File: src/rtl/queue_output_schedule_if.sv
// Purpose: groups every non-clock signal of queue_output_schedule into one bundle.
//   master : the scheduler side (queue_output_schedule drives the o_/ov_ signals)
//   slave  : the environment side (queue-empty source, flow-table RAM, fragment buffer, free path)
// Signals:
//   i_sched_en          arbitration enable
//   iv_queue_empty[31:0] bit n = 0 -> queue n holds a complete packet
//   o_fmt_ram_rd / ov_fmt_ram_raddr[4:0] / iv_fmt_ram_rdata[18:0]  flow-table read port
//   o_frag_rd / ov_frag_queue_id / ov_frag_idx / ov_frag_flow_id / o_frag_last / i_frag_ready
//                        fragment read request handshake
//   ov_queue_id_free / o_queue_id_free_wr   queue release strobe
//   o_entry_err / o_free_err / ov_sent_pkt_cnt  status
interface queue_output_schedule_if;
  logic        i_sched_en;
  logic [31:0] iv_queue_empty;
  logic        o_fmt_ram_rd;
  logic [4:0]  ov_fmt_ram_raddr;
  logic [18:0] iv_fmt_ram_rdata;
  logic        o_frag_rd;
  logic [4:0]  ov_frag_queue_id;
  logic [5:0]  ov_frag_idx;
  logic [12:0] ov_frag_flow_id;
  logic        o_frag_last;
  logic        i_frag_ready;
  logic [4:0]  ov_queue_id_free;
  logic        o_queue_id_free_wr;
  logic        o_entry_err;
  logic        o_free_err;
  logic [15:0] ov_sent_pkt_cnt;

  modport master (
    input  i_sched_en, iv_queue_empty, iv_fmt_ram_rdata, i_frag_ready,
    output o_fmt_ram_rd, ov_fmt_ram_raddr, o_frag_rd, ov_frag_queue_id, ov_frag_idx,
           ov_frag_flow_id, o_frag_last, ov_queue_id_free, o_queue_id_free_wr,
           o_entry_err, o_free_err, ov_sent_pkt_cnt
  );

  modport slave (
    output i_sched_en, iv_queue_empty, iv_fmt_ram_rdata, i_frag_ready,
    input  o_fmt_ram_rd, ov_fmt_ram_raddr, o_frag_rd, ov_frag_queue_id, ov_frag_idx,
           ov_frag_flow_id, o_frag_last, ov_queue_id_free, o_queue_id_free_wr,
           o_entry_err, o_free_err, ov_sent_pkt_cnt
  );
endinterface

File: src/rtl/queue_output_schedule.sv
// Purpose: round-robin output scheduler for the last-node reassembly path. Picks a queue that
//   holds a complete packet, reads its flow-table entry, issues one fragment read request per
//   cached fragment, releases the queue id and then waits for the queue to report empty.
//   One packet in flight at a time.
// Ports:
//   i_clk  clock
//   i_rst  asynchronous reset, active high
//   bus    queue_output_schedule_if.master (see interface header for the signal list)
// Parameters:
//   RAM_RD_LAT  flow-table read latency in cycles (1..3)
//   FREE_TMO    cycles allowed for the released queue to report empty (<= 15)
module queue_output_schedule #(
  parameter int unsigned RAM_RD_LAT = 2,
  parameter int unsigned FREE_TMO   = 15
) (
  input  logic                          i_clk,
  input  logic                          i_rst,
  queue_output_schedule_if.master       bus
);

  typedef enum logic [2:0] {
    S_IDLE,
    S_RD_ENTRY,
    S_WAIT_DATA,
    S_SEND,
    S_FREE,
    S_WAIT_EMPTY
  } state_t;

  state_t      r_state;
  state_t      w_next;

  logic [4:0]  r_rr_ptr;
  logic [4:0]  r_cur_q;
  logic [1:0]  r_lat_cnt;
  logic [5:0]  r_frag_cnt;
  logic [12:0] r_flow_id;
  logic [5:0]  r_idx;
  logic [3:0]  r_tmo_cnt;
  logic        r_entry_err;
  logic        r_free_err;
  logic [15:0] r_sent_cnt;

  logic [4:0]  w_sel_q;
  logic        w_any;
  logic        w_start;
  logic        w_lat_done;
  logic [5:0]  w_rd_cnt;
  logic        w_last;
  logic        w_q_empty;
  logic        w_tmo;

  // Round-robin pick: scanning offsets from high to low lets the smallest offset
  // from the pointer win, i.e. the first non-empty queue at or after r_rr_ptr.
  always_comb begin
    w_sel_q = r_rr_ptr;
    for (int i = 31; i >= 0; i--) begin
      if (!bus.iv_queue_empty[r_rr_ptr + 5'(i)]) w_sel_q = r_rr_ptr + 5'(i);
    end
  end

  assign w_any      = ~&bus.iv_queue_empty;
  assign w_start    = bus.i_sched_en && w_any;
  assign w_lat_done = (r_lat_cnt == 2'(RAM_RD_LAT));
  assign w_rd_cnt   = bus.iv_fmt_ram_rdata[18:13];
  assign w_last     = (r_idx == r_frag_cnt - 6'd1);
  assign w_q_empty  = bus.iv_queue_empty[r_cur_q];
  assign w_tmo      = (r_tmo_cnt == 4'(FREE_TMO - 1));

  always_ff @(posedge i_clk or posedge i_rst) begin
    if (i_rst) r_state <= S_IDLE;
    else       r_state <= w_next;
  end

  always_comb begin
    // NOTE: every value written here gets a default first, so no path through the case leaves a latch.
    w_next                 = r_state;
    bus.o_fmt_ram_rd       = 1'b0;
    bus.o_frag_rd          = 1'b0;
    bus.o_queue_id_free_wr = 1'b0;
    case (r_state)
      S_IDLE:       if (w_start) w_next = S_RD_ENTRY;
      S_RD_ENTRY: begin
        bus.o_fmt_ram_rd = 1'b1;
        w_next           = S_WAIT_DATA;
      end
      S_WAIT_DATA:  if (w_lat_done) w_next = (w_rd_cnt == 6'd0) ? S_FREE : S_SEND;
      S_SEND: begin
        bus.o_frag_rd = 1'b1;
        if (bus.i_frag_ready && w_last) w_next = S_FREE;
      end
      S_FREE: begin
        bus.o_queue_id_free_wr = 1'b1;
        w_next                 = S_WAIT_EMPTY;
      end
      // Selection only happens in IDLE, so holding here is what keeps cur_q out of
      // arbitration until upstream has seen the release.
      S_WAIT_EMPTY: if (w_q_empty || w_tmo) w_next = S_IDLE;
      default:      w_next = S_IDLE;
    endcase
  end

  always_ff @(posedge i_clk or posedge i_rst) begin
    if (i_rst) begin
      // NOTE: non-blocking assignments so every register samples pre-edge values.
      r_rr_ptr    <= '0;
      r_cur_q     <= '0;
      r_lat_cnt   <= '0;
      r_frag_cnt  <= '0;
      r_flow_id   <= '0;
      r_idx       <= '0;
      r_tmo_cnt   <= '0;
      r_entry_err <= 1'b0;
      r_free_err  <= 1'b0;
      r_sent_cnt  <= '0;
    end else begin
      case (r_state)
        S_IDLE:     if (w_start) r_cur_q <= w_sel_q;
        S_RD_ENTRY: r_lat_cnt <= 2'd1;
        S_WAIT_DATA: begin
          r_lat_cnt <= r_lat_cnt + 2'd1;
          if (w_lat_done) begin
            r_frag_cnt  <= w_rd_cnt;
            r_flow_id   <= bus.iv_fmt_ram_rdata[12:0];
            r_idx       <= '0;
            // Doubles as the error pulse (high during FREE) and the "do not count" flag.
            r_entry_err <= (w_rd_cnt == 6'd0);
          end
        end
        S_SEND: if (bus.i_frag_ready && !w_last) r_idx <= r_idx + 6'd1;
        S_FREE: begin
          r_entry_err <= 1'b0;
          if (!r_entry_err) r_sent_cnt <= r_sent_cnt + 16'd1;
          r_rr_ptr    <= r_cur_q + 5'd1;
          r_tmo_cnt   <= '0;
        end
        S_WAIT_EMPTY: begin
          r_tmo_cnt <= r_tmo_cnt + 4'd1;
          if (!w_q_empty && w_tmo) r_free_err <= 1'b1;
        end
        default: ;
      endcase
    end
  end

  assign bus.ov_fmt_ram_raddr = r_cur_q;
  assign bus.ov_frag_queue_id = r_cur_q;
  assign bus.ov_frag_idx      = r_idx;
  assign bus.ov_frag_flow_id  = r_flow_id;
  assign bus.o_frag_last      = (r_state == S_SEND) && w_last;
  assign bus.ov_queue_id_free = r_cur_q;
  assign bus.o_entry_err      = r_entry_err;
  assign bus.o_free_err       = r_free_err;
  assign bus.ov_sent_pkt_cnt  = r_sent_cnt;

endmodule

File: src/flat_wrapper.sv
// flat-port wrapper written by rule: the top's interface ports become plain ports
module queue_output_schedule_flat 
#(
  parameter int unsigned RAM_RD_LAT = 2,
  parameter int unsigned FREE_TMO   = 15
)
  (i_clk, i_rst, bus_i_sched_en, bus_iv_queue_empty, bus_iv_fmt_ram_rdata, bus_i_frag_ready, bus_o_fmt_ram_rd, bus_ov_fmt_ram_raddr, bus_o_frag_rd, bus_ov_frag_queue_id, bus_ov_frag_idx, bus_ov_frag_flow_id, bus_o_frag_last, bus_ov_queue_id_free, bus_o_queue_id_free_wr, bus_o_entry_err, bus_o_free_err, bus_ov_sent_pkt_cnt);
  queue_output_schedule_if bus_i ();
  input  logic i_clk;
  input  logic i_rst;
  input wire logic [$bits(bus_i.i_sched_en)-1:0] bus_i_sched_en;
  input wire logic [$bits(bus_i.iv_queue_empty)-1:0] bus_iv_queue_empty;
  input wire logic [$bits(bus_i.iv_fmt_ram_rdata)-1:0] bus_iv_fmt_ram_rdata;
  input wire logic [$bits(bus_i.i_frag_ready)-1:0] bus_i_frag_ready;
  output wire logic [$bits(bus_i.o_fmt_ram_rd)-1:0] bus_o_fmt_ram_rd;
  output wire logic [$bits(bus_i.ov_fmt_ram_raddr)-1:0] bus_ov_fmt_ram_raddr;
  output wire logic [$bits(bus_i.o_frag_rd)-1:0] bus_o_frag_rd;
  output wire logic [$bits(bus_i.ov_frag_queue_id)-1:0] bus_ov_frag_queue_id;
  output wire logic [$bits(bus_i.ov_frag_idx)-1:0] bus_ov_frag_idx;
  output wire logic [$bits(bus_i.ov_frag_flow_id)-1:0] bus_ov_frag_flow_id;
  output wire logic [$bits(bus_i.o_frag_last)-1:0] bus_o_frag_last;
  output wire logic [$bits(bus_i.ov_queue_id_free)-1:0] bus_ov_queue_id_free;
  output wire logic [$bits(bus_i.o_queue_id_free_wr)-1:0] bus_o_queue_id_free_wr;
  output wire logic [$bits(bus_i.o_entry_err)-1:0] bus_o_entry_err;
  output wire logic [$bits(bus_i.o_free_err)-1:0] bus_o_free_err;
  output wire logic [$bits(bus_i.ov_sent_pkt_cnt)-1:0] bus_ov_sent_pkt_cnt;
  assign bus_i.i_sched_en = bus_i_sched_en;
  assign bus_i.iv_queue_empty = bus_iv_queue_empty;
  assign bus_i.iv_fmt_ram_rdata = bus_iv_fmt_ram_rdata;
  assign bus_i.i_frag_ready = bus_i_frag_ready;
  assign bus_o_fmt_ram_rd = bus_i.o_fmt_ram_rd;
  assign bus_ov_fmt_ram_raddr = bus_i.ov_fmt_ram_raddr;
  assign bus_o_frag_rd = bus_i.o_frag_rd;
  assign bus_ov_frag_queue_id = bus_i.ov_frag_queue_id;
  assign bus_ov_frag_idx = bus_i.ov_frag_idx;
  assign bus_ov_frag_flow_id = bus_i.ov_frag_flow_id;
  assign bus_o_frag_last = bus_i.o_frag_last;
  assign bus_ov_queue_id_free = bus_i.ov_queue_id_free;
  assign bus_o_queue_id_free_wr = bus_i.o_queue_id_free_wr;
  assign bus_o_entry_err = bus_i.o_entry_err;
  assign bus_o_free_err = bus_i.o_free_err;
  assign bus_ov_sent_pkt_cnt = bus_i.ov_sent_pkt_cnt;
  queue_output_schedule #(.RAM_RD_LAT(RAM_RD_LAT), .FREE_TMO(FREE_TMO)) u_core (.i_clk(i_clk), .i_rst(i_rst), .bus(bus_i));
endmodule
File: config.mk
export PLATFORM = sky130hd
export DESIGN_NAME = queue_output_schedule_flat
export DESIGN_NICKNAME = d
export VERILOG_FILES = /design/src/rtl/queue_output_schedule_if.sv /design/src/rtl/queue_output_schedule.sv /design/src/flat_wrapper.sv
export SDC_FILE = /design/constraint.sdc
export NUM_CORES = 1
export LEC_CHECK = 0
export CAP_MARGIN = 20
export CORE_MARGIN = 4
export CORE_UTILIZATION = 30
export DETAILED_ROUTE_END_ITERATION = 16
export PLACE_DENSITY = 0.52
export SETUP_SLACK_MARGIN = 0.4
export SYNTH_ARGS = -nofsm -noshare
export SYNTH_HDL_FRONTEND = slang
export SYNTH_SLANG_ARGS = --single-unit
File: constraint.sdc
create_clock -name i_clk -period 12.65 [get_ports i_clk]
set_clock_uncertainty 0.1 [all_clocks]
set_input_delay 1.8975 -clock i_clk [delete_from_list [all_inputs] [get_ports i_clk]]
set_output_delay 1.8975 -clock i_clk [all_outputs]
set_load 0.03 [all_outputs]
==> results.yml <==
status:
  status: "completed"
grt:
  grt_overflow: 0
  grt_pass1_vias: 8329
  grt_pass1_wl_um: 51780
  track_usage_pct: 20.04
  grt_max_degree: 63
  antenna_found_initial: 0
timing:
  period_needed_ns: 5.772
  final_max_slew_viol_count: 0
  slew_headroom_pct: 38.13
  setup_viol: 0
  clock.fmax_mhz: 173.3
  rsz0062_at_grt: "false"
  worst_pin_slew_ns: 0.9215
  final-hold-violation-count: 0
  fin_setup_tns_ns: 0
  period_share_pct: 45.63
logic_synthesis:
  async_flop_share_pct: 100.0
  synth_edf_count: 0
  synth_fp_nets: 998
  synthCells: 923
  ys.flop_type: "dfrtp_1"
  yosysUniqueCellTypes: 80
  yosysSeqAreaShare_pct: 17.25
  ys_ff_latch: 62
  synth_area_um2: 8996
  ys_warn_count: 0
  syn-mean-instance-area_um2: 9.747
route:
  top_layer: "met4"
  drc_errors: 0
  drt_iter0_drc: 794
  wl_met1_um: 14070
  drtPass1Iterations: 5
  finalWirelength_um: 33760
  routedWlPerCell_um: 24.25
  routed_via_density: 6.131
  vias: 8534
  dr_wl_met3_um: 2846
  met2_length_um: 15300
  drtAntennaViolNets: 0
clock_tree:
  post-cts-setup-buffers: 0
  cts-resized-gates: 0
  clock_path_buffers: 2
  insertion_delay_ns: 0.33
  root_buffer: "clkbuf_16"
  cts_tree: "built"
  cts_hold_buf: 0
  cts.sinks: 62
  clkSlewWorstSetupHoldPaths_ns: 0.06
  h-tree-depth: 3
  cts_buffers: 9
worst_setup_path:
  crit_fanout: 22
  path_class: "reg2reg"
  required_ns: 12.75
  worstSetupStartpointType: "register"
  end_kind: "register"
  worstPathArrival_ns: 5.87
floorplanning:
  die_x_um: 181.2
  std_cell_rows: 63
  die_h_um: 181.2
  initial_core_util_pct: 30.35
  die-area_um2: 32820
  ios: 111
  core-area_um2: 29640
job:
  cap_violations: 0
placement:
  place.gp.congestion: 0.9852
  dp_hpwl_um: 25360
  io_buffers: 110
final_layout:
  num_antenna_cells: 0
  drive_above_1_share_pct: 20.46
  nNetsFinal: 1072
  final.fill_count: 3033
  multiInputGateArea_um2: 6987
  regArea_um2: 1554
  syn2layout_area_growth_pct: 18.65
hold_path:
  min_path_type: "reg2reg"
## kinds of logic (layout without fill, tap and decap cells)
family	count (synthesis)	in the layout	share of synthesized area [%]
flip-flops	62	62	17.25
adder cells (fa/ha/maj)	20	20	2.782
XOR/XNOR	65	65	6.746
AO/OA/AOI/OAI	196	196	14.49
multiplexers	206	206	38.39
buffers and inverters	90	169	5.090
AND/OR/NAND/NOR	284	284	15.26
## cell usage in the layout (no fill, tap or decap), types with 6 or more instances in the layout
cell	instances
clkdlybuf4s50_1	110
a31oi_1	8
mux2_2	48
nor2_1	72
nand4_1	14
a21oi_1	45
nand2_1	78
or3_1	6
ha_1	20
o22ai_1	10
mux4_2	103
o21ai_0	42
nand3_1	24
mux2i_1	47
o31ai_1	8
xnor2_1	46
o21ai_1	6
inv_1	22
a2111oi_0	7
buf_4	13
nor3_1	17
and3_1	13
dfrtp_1	60
nand2b_1	13
nor2b_1	21
o211ai_1	9
clkbuf_16	9
xor2_1	14
## Yosys cell counts (all sizes together), types with 5 or more instances
library cell | number | area [um^2]
mux4 | 103 | 2320
nand2 | 78 | 292.8
nor2 | 73 | 276.5
dfrtp | 62 | 1551
mux2i | 53 | 570.5
xnor2 | 51 | 484.2
mux2 | 50 | 563.0
o21ai | 48 | 240.2
a21oi | 46 | 234.0
buf | 39 | 266.5
inv | 27 | 101.3
nand3 | 24 | 120.1
clkbuf | 22 | 82.58
nor2b | 21 | 131.4
ha | 20 | 250.2
nor3 | 17 | 85.08
nand4 | 14 | 87.58
xor2 | 14 | 122.6
and3 | 13 | 81.33
nand2b | 13 | 81.33
o22ai | 10 | 62.56
o211ai | 9 | 67.56
o31ai | 9 | 72.57
a31oi | 8 | 50.05
a2111oi | 7 | 61.31
or3 | 6 | 37.54
a211oi | 5 | 37.54
and2 | 5 | 31.28
nor4 | 5 | 31.28
## registers in the layout, indices dropped and copies added, names as in the netlist
name	cells
u_core.bus.ov_sent_pkt_cnt	16
u_core.bus.ov_frag_flow_id	13
u_core.bus.ov_frag_idx	6
u_core.r_frag_cnt	6
u_core.bus.ov_fmt_ram_raddr	5
u_core.r_rr_ptr	5
u_core.r_tmo_cnt	4
u_core.r_state	3
u_core.r_lat_cnt	2
u_core.bus.o_entry_err	1
u_core.bus.o_free_err	1
## path summary, 6_finish.rpt
path                                                start                             end  slack (ns)  cells past startpoint
max reg2reg                            u_core.r_rr_ptr[1]  u_core.bus.ov_fmt_ram_raddr[2]        6.88                     11
min                        u_core.bus.ov_sent_pkt_cnt[15]  u_core.bus.ov_sent_pkt_cnt[15]        0.37                      1
min in group asynchronous                           i_rst  u_core.bus.ov_sent_pkt_cnt[10]        2.03                      3
max in group asynchronous                           i_rst              u_core.r_rr_ptr[1]        9.84                      3
max                                    u_core.r_rr_ptr[1]  u_core.bus.ov_fmt_ram_raddr[2]        6.88                     11
min reg2reg                u_core.bus.ov_sent_pkt_cnt[15]  u_core.bus.ov_sent_pkt_cnt[15]        0.37                      1
## through the flow
| step | util (%) | hold slack (ns) | setup WS (ns) | cells | area (um^2) |
|---|---|---|---|---|---|
| 5_1_grt | 36.01 | 0.4043 | 6.737 | 1392 | 10670 |
| 4_1_cts | 36.01 | 0.3719 | 7.017 | 1392 | 10670 |
| 2_1_floorplan | - | 0.3449 | 8.184 | 923 | 8996 |
| 3_5_place_dp | 34.97 | 0.3644 | 6.946 | 1376 | 10360 |
| 6_report | 36.01 | 0.3728 | 6.878 | 1392 | 10670 |
| 3_3_place_gp | 34.87 | 0.3613 | 6.777 | 1375 | 10340 |
## worst max-delay path, cell delays in order, from the launching register on
cell      delay (ns)
dfrtp_2         0.59
clkinv_1        0.81
ha_1            1.13
buf_16          0.23
mux4_2          0.45
mux4_2          0.51
mux2i_1         0.61
mux2_2          0.40
o21ai_0         0.20
a31oi_1         0.14
o31ai_1         0.31
nand3_1         0.12
## area by class of cell
class | count | share of cell area (%)
timing repair buffer | 124 | 11.49
sequential | 62 | 14.56
clock inverter | 5 | 0.5392
inverter | 29 | 1.020
tap | 390 | 4.572
multi-input combinational | 771 | 65.46
clock buffer | 11 | 2.368
## metal layers
layer | vias to the layer above | global-route usage [%]
met4 | 0 | 8.526
li1 | 3737 | -
met1 | 4226 | 26.98
met5 | - | 0
met2 | 478 | 31.11
met3 | 93 | 4.510
Power is left out: the tool's default activity adds up to more than one toggle a clock period on the data nets, which glitch-free logic cannot reach.
